--- src/rtl/audio_pkg.sv ---
// Shared audio-path types used by the delay/divide stage and the moving-average filter.
package audio_pkg;
   localparam int SAMPLE_W = 24;
   typedef logic signed [SAMPLE_W-1:0] sample_t;
endpackage

--- src/rtl/sample_ring_buf.sv ---
// Circular store of the last N scaled samples; presents the entry about to be overwritten.
module sample_ring_buf #(
   parameter int DATA_W = 24,
   parameter int LOG2_N = 3
) (
   input  logic                     clk,
   input  logic                     rst_n,
   input  logic                     we,
   input  logic signed [DATA_W-1:0] wdata,
   output logic signed [DATA_W-1:0] rdata
);
   localparam int N = 1 << LOG2_N;

   logic signed [DATA_W-1:0] mem_r [N];
   logic [LOG2_N-1:0]        ptr_r;

   // Entry storage and write pointer; the pointer wraps naturally at N-1.
   always_ff @(posedge clk or negedge rst_n) begin
      if (!rst_n) begin
         for (int i = 0; i < N; i++) begin
            mem_r[i] <= '0;
         end
         ptr_r <= '0;
      end else if (we) begin
         mem_r[ptr_r] <= wdata;
         ptr_r        <= ptr_r + LOG2_N'(1);
      end
   end

   assign rdata = mem_r[ptr_r];
endmodule

--- src/rtl/running_avg_filter.sv ---
// N-point moving average: each sample is pre-divided by N and summed over a sliding window.
module running_avg_filter
   import audio_pkg::*;
#(
   parameter int DATA_W = SAMPLE_W,
   parameter int LOG2_N = 3
) (
   input  logic                     Clock,
   input  logic                     reset_n,
   input  logic                     in_valid,
   input  logic signed [DATA_W-1:0] in_data,
   output logic                     out_valid,
   output logic signed [DATA_W-1:0] out_data,
   output logic                     primed
);
   localparam int                       N     = 1 << LOG2_N;
   localparam logic signed [DATA_W-1:0] WIN_N = DATA_W'(N);
   localparam logic [LOG2_N:0]          FULL  = (LOG2_N + 1)'(N);

   logic signed [DATA_W-1:0] scaled_s;
   logic signed [DATA_W-1:0] evict_s;
   logic signed [DATA_W-1:0] acc_next_s;
   logic [LOG2_N:0]          cnt_next_s;
   logic signed [DATA_W-1:0] acc_r;
   logic signed [DATA_W-1:0] data_r;
   logic [LOG2_N:0]          cnt_r;
   logic                     valid_r;
   logic                     primed_r;

   sample_ring_buf #(
      .DATA_W (DATA_W),
      .LOG2_N (LOG2_N)
   ) u_ring (
      .clk   (Clock),
      .rst_n (reset_n),
      .we    (in_valid),
      .wdata (scaled_s),
      .rdata (evict_s)
   );

   // Signed division truncates toward zero; the sum of N scaled terms cannot overflow DATA_W.
   always_comb begin
      scaled_s   = in_data / WIN_N;
      acc_next_s = acc_r;
      cnt_next_s = cnt_r;
      if (in_valid) begin
         acc_next_s = acc_r + scaled_s - evict_s;
         if (cnt_r != FULL) begin
            cnt_next_s = cnt_r + (LOG2_N + 1)'(1);
         end else begin
            cnt_next_s = cnt_r;
         end
      end else begin
         acc_next_s = acc_r;
      end
   end

   // Accumulator, fill counter and output registers.
   always_ff @(posedge Clock or negedge reset_n) begin
      if (!reset_n) begin
         acc_r    <= '0;
         data_r   <= '0;
         cnt_r    <= '0;
         valid_r  <= 1'b0;
         primed_r <= 1'b0;
      end else begin
         valid_r  <= in_valid;
         cnt_r    <= cnt_next_s;
         primed_r <= (cnt_next_s == FULL);
         if (in_valid) begin
            acc_r  <= acc_next_s;
            data_r <= acc_next_s;
         end
      end
   end

   assign out_valid = valid_r;
   assign out_data  = data_r;
   assign primed    = primed_r;
endmodule

--- config.mk ---
export PLATFORM = sky130hd
export DESIGN_NAME = running_avg_filter
export DESIGN_NICKNAME = d
export VERILOG_FILES = /design/src/rtl/audio_pkg.sv /design/src/rtl/sample_ring_buf.sv /design/src/rtl/running_avg_filter.sv
export SDC_FILE = /design/constraint.sdc
export NUM_CORES = 1
export LEC_CHECK = 0
export CAP_MARGIN = 20
export CORE_UTILIZATION = 50
export DETAILED_ROUTE_END_ITERATION = 12
export HOLD_SLACK_MARGIN = 0.15
export PLACE_DENSITY = 0.74
export REMOVE_ABC_BUFFERS = 1
export SYNTH_ARGS = -nofsm -noshare
export SYNTH_HDL_FRONTEND = slang
export SYNTH_SLANG_ARGS = --single-unit
--- constraint.sdc ---
create_clock -name Clock -period 7.9 [get_ports Clock]
set_input_delay 1.975 -clock Clock [delete_from_list [all_inputs] [get_ports Clock]]
set_output_delay 1.975 -clock Clock [all_outputs]
set_load 0.02 [all_outputs]
; Word level (Yosys, flattened, before mapping)
; Index checks and enable logic that the tools add are counted.
[op_classes]
n_lt_le_gt_ge = 2
n_bitwise = 2
n_reduce_logical = 2
add_sub_neg = 5
eq_ne = 2
n_mux = 8
[op_table]
columns = cell, n
row1 = bitwise mux 192 bit, 1
row2 = binary-select mux 24 bit (select 3 bit), 1
row3 = demux 24 bit (select 3 bit), 1
row4 = two-way mux 24 bit, 3
row5 = adder 24 x 1 -> 24 bit, 1
row6 = adder 24 bit, 1
row7 = subtractor 24 bit, 1
row8 = two-way mux 4 bit, 2
row9 = adder 4 x 1 -> 4 bit (second input constant), 1
row10 = equality test 4 bit (second input constant), 1
row11 = >= comparator 4 bit (second input constant), 1
row12 = < comparator 4 x 1 -> 1 bit (second input constant), 1
row13 = inequality test 4 bit (second input constant), 1
row14 = NOT 3 -> 4 bit, 1
row15 = adder 3 x 1 -> 3 bit (second input constant), 1
row16 = OR reduction 3 bit, 1
row17 = AND 1 bit, 1
row18 = logical AND 1 bit, 1
[word_totals]
output_inout_bits = 26
wordCells = 34
ff_bits = 225

; Depth between registers and ports, before layout
[logic_depth]
ltp_word = 6
mapped_depth = 19

; Hierarchy
; From an unflattened synthesis, not the netlist that was laid out.
[unflattened]
hier_cells = 964
hier_area_um2 = 12680.9
[modules_own_cells]
columns = mod, seq_area_each_um2, cells_each, instances, area_each_um2
row1 = sample_ring_buf, 4879.7, 507, 1, 9008.6
row2 = running_avg_filter, 750.7, 457, 1, 3672.3

; Worst setup path after synthesis
; Ideal clock, no wire load.
[synth_path]
kind = input to register
start = input in_data[1]
end = register data_r[20], in the netlist out_data[20]
setup_time_ns = 0.132
required_time_ns = 7.768
arrival_ns = 5.523
path_stages = 19
n_path_buf = 2
slack_ns = 2.245
path_cell_list = o31a_1 > ha_1 > and3_1 > buf_2 > nand2_1 > nor2_1 > and3_1 > xnor2_1 > fa_1 > inv_1 > ha_1 > clkbuf_1 > a21o_1 > a31oi_1 > o21ai_0 > and3_1 > nor3_1 > xor2_1 > mux2i_1
[synth_via]
elab_chain_len = 5
[synth_rtl]
columns = item, line_no
row1 = "start, declared", running_avg_filter.sv:11  ; input logic signed [DATA_W-1:0] in_data,
row2 = OR reduction 3 bit (no line), n/a
row3 = AND 1 bit (no line), n/a
row4 = adder 24 x 1 -> 24 bit (no line), n/a
row5 = adder 24 bit, running_avg_filter.sv:47  ; acc_next_s = acc_r + scaled_s - evict_s;
row6 = subtractor 24 bit, running_avg_filter.sv:47
row7 = "end signal, assigned", running_avg_filter.sv:72  ; data_r <= acc_next_s;
row8 = "end, declared", running_avg_filter.sv:25  ; logic signed [DATA_W-1:0] data_r;
; No other way between the ends.
; A chain may end at the register's enable or synchronous reset.

; Final worst setup path
[layout_path]
start = input in_data[23]
end = register data_r[23], in the netlist out_data[23]
[layout_via]
elab_chain_len = 4
[layout_rtl]
columns = item, line_no
row1 = AND 1 bit (no line), n/a
row2 = adder 24 x 1 -> 24 bit (no line) (*), n/a
row3 = adder 24 bit (*), running_avg_filter.sv:47
row4 = subtractor 24 bit (*), running_avg_filter.sv:47
; Every way passes the cells marked *; elsewhere a longest branch is shown, timed or not.

==> impl_metrics.ini <==
[status]
status = complete, no violations

[timing]
fin_crit_sh = 0.801
rsz0062_at_grt = no
maxSlewViolCount = 0
finalSetupViolCount = 0
hold_violations = 0
fin_skew_ns = 0.00872
slew_headroom = 0.448
min_period_ns = 6.33
tns_ns = 0
max_freq_mhz = 158
worst_pin_slew_ns = 0.828

[clock_tree]
cts_made_buffers = 24
postCtsSetupRepairBufs = 0
htree_levels = 1
cts_buffer_depth = 3
clk_pin_slew_ns = 0.06
ctsResizeCount = 0
cts-root-buf = clkbuf_16
cts.sink_count = 225
clk_latency_ns = 0.52
cts_tree = built
cts_hold_buffers = 0

[global_routing]
grt_pass1_vias = 8746
antenna_found_initial = 0
grt_overflow = 0
grt_max_degree = 102
grtUsageTotal = 0.251
grt_pass1_wl_um = 46900

[setup_path]
start_kind = primary input
critPathSlowestCell = clkdlybuf4s50_1
setup.worst_path.class = in -> reg
path_depth = 18
slowest_delay_ns = 0.67
cp_data_required_time_ns = 8.34
cp_max_fo = 11
crit_path_frequent_cell = ha_1
critPathArrivalTime_ns = 6.77
worstRegToRegCells = 15
worstPathCellList = clkdlybuf4s50_1 > o31a_1 > ha_1 > ha_1 > nand3_1 > nor2_1 > nand4_1 > xor2_1 > fa_1 > inv_1 > ha_1 > a21oi_1 > o211ai_1 > a31oi_1 > o311ai_0 > and3_1 > o21ai_1 > xnor2_1
critPathCaptureType = flip-flop
critPathBufInv = 2
r2r_setup_slack_ns = 2.99
critical-path-top-delay-family = adder cells

[detailed_routing]
drt_wl_total_um = 28700
drt-initial-drc-count = 629
post-route-drc-count = 0
ant_nets = 0
viasPerCell = 5.67
vias = 8510
dr.pass1.iters = 5
wl_per_cell_um = 19.1

[logic_synthesis]
ys_seq_area_frac = 0.479
ys.flop_type = dfrtp_1
async_flop_share = 1.00
ys_ff_latch = 225
synth_top_area_share = 0.479
yosysTopAreaCell = dfrtp_1
avgSynthCellArea_um2 = 10.3
syn_inst = 1146
synth_edf_count = 0
yosys_warnings = 0
synth_cell_types = 49
synth.area.top_cells = dfrtp_1 (48%), mux4_2 (9.2%), o21ai_0 (8.8%)
netlist_area_mm2 = 0.0118

[floorplanning]
row_count = 55
fp.dieH_um = 155
ios = 53
die_w_um = 155
coreArea_mm2 = 0.0228
initial_core_util = 0.515
dieArea_mm2 = 0.0241

[place]
dp_cells = 1454
dp_hpwl_um = 18700
gp_congestion = 0.967
io_buffers = 52

[layout]
drive_above_1_share = 0.122
final_cells = 1500
area_growth_pct = 14.6
layout.nets = 1248
n_antenna_cell = 0

[flow_run]
cap_violations = 0

[min_path]
hold_path.class = reg -> reg
min_path_cells = 2
-- worst reg2reg max path, cell delays in order, from the launching register on --
cell and delay (ns):
dfrtp_2 0.76, buf_4 0.55, mux4_2 0.40, mux2_2 0.29, ha_1 0.27, inv_1 0.05
ha_1 0.19, inv_1 0.07, fa_1 0.41, nor2b_1 0.14, o21ai_0 0.14, a21oi_1 0.45
o21bai_1 0.26, a21oi_1 0.32, nor2b_1 0.10, o311ai_0 0.39
-- final cells by class --
class	instances	area (µm²)
fill	1938	9380
sequential	225	5640
multi-input combinational	780	5600
clock buffer	31	708
timing repair buffer	67	706
tap	313	392
inverter	71	267
clock inverter	13	169
-- flip-flops by register name, indices dropped and copies added, names as in the netlist --
register / cells
cnt_r: 4
out_data: 24
out_valid: 1
primed: 1
u_ring.mem_r: 192
u_ring.ptr_r: 3
-- per-stage QoR --
| step | setup WS (ns) | utilization | instance area, µm² | hold WS (ns) |
|---|---|---|---|---|
| 4_1_cts | 1.60 | 0.587 | 13400 | 0.479 |
| 3_3_place_gp | 1.18 | 0.547 | 12500 | 0.456 |
| 2_1_floorplan | 2.38 | - | 11500 | 0.445 |
| 5_1_grt | 1.19 | 0.590 | 13500 | 0.495 |
| 6_report | 1.57 | 0.590 | 13500 | 0.474 |
| 3_5_place_dp | 1.11 | 0.549 | 12500 | 0.465 |
-- placed cells by master, fill, tap and decap left out, drive strengths merged, types with 23 or more instances in the layout --
master         synthesis  layout
xnor2                 25      25
ha                    29      29
nand2                220     220
a21oi                 35      35
dfrtp                225     225
fa                    23      23
mux4                  48      48
o21ai                211     211
nor2                  31      31
mux2                  24      24
clkbuf                52      31
inv                   70      71
clkdlybuf4s50          0      50
-- worst paths after layout --
| kind | start | endpoint |
|---|---|---|
| max in group asynchronous | reset_n | u_ring.mem_r[126]$_DFFE_PN0P_ |
| max | in_data[23] | out_data[23]$_DFFE_PN0P_ |
| min reg2reg | u_ring.mem_r[128]$_DFFE_PN0P_ | u_ring.mem_r[128]$_DFFE_PN0P_ |
| min in group asynchronous | reset_n | u_ring.mem_r[73]$_DFFE_PN0P_ |
| min | u_ring.mem_r[128]$_DFFE_PN0P_ | u_ring.mem_r[128]$_DFFE_PN0P_ |
| max reg2reg | u_ring.ptr_r[1]$_DFFE_PN0P_ | out_data[18]$_DFFE_PN0P_ |
-- synth_stat cells (2+ instances only) --
library cell / instances
nor3_1: 6
o211ai_1: 6
o21ai_0: 207
o21ai_1: 3
dfrtp_1: 225
a21o_1: 10
o21bai_1: 4
o311ai_0: 4
clkbuf_1: 52
and4_1: 4
a21oi_1: 35
xor2_1: 16
fa_1: 23
and3_1: 9
ha_1: 29
mux2i_1: 9
a31oi_1: 5
buf_2: 10
nand4b_1: 2
o21a_1: 2
a211oi_1: 2
nor2b_1: 7
buf_1: 7
mux2_2: 24
xnor2_1: 24
a221o_1: 2
mux4_2: 48
nand4_1: 14
nand3_1: 17
nand2b_1: 2
inv_1: 70
nand2_1: 220
nor2_1: 31
o31a_1: 2
-- routing by layer --
metal | part of all wire | GRT usage
met2 | 0.49 | 0.412
met4 | 0.025 | 0.0859
met5 | 0 | 0
met3 | 0.039 | 0.0320
met1 | 0.45 | 0.348
-- cell families (layout without fill, tap and decap cells) --
family	after synthesis	after routing	share of synthesized area
AOI/OAI and AO/OA	288	288	0.134
xor gates and xnor gates	41	41	0.0312
adders and majority gates	52	52	0.0700
buffers and inverters	141	182	0.0467
DFF	225	225	0.479
muxes	81	81	0.123
and+or+nand+nor	318	318	0.117
Power is not shown: default switching activity piles up to over one toggle a cycle in this logic, so the estimate is an artifact.
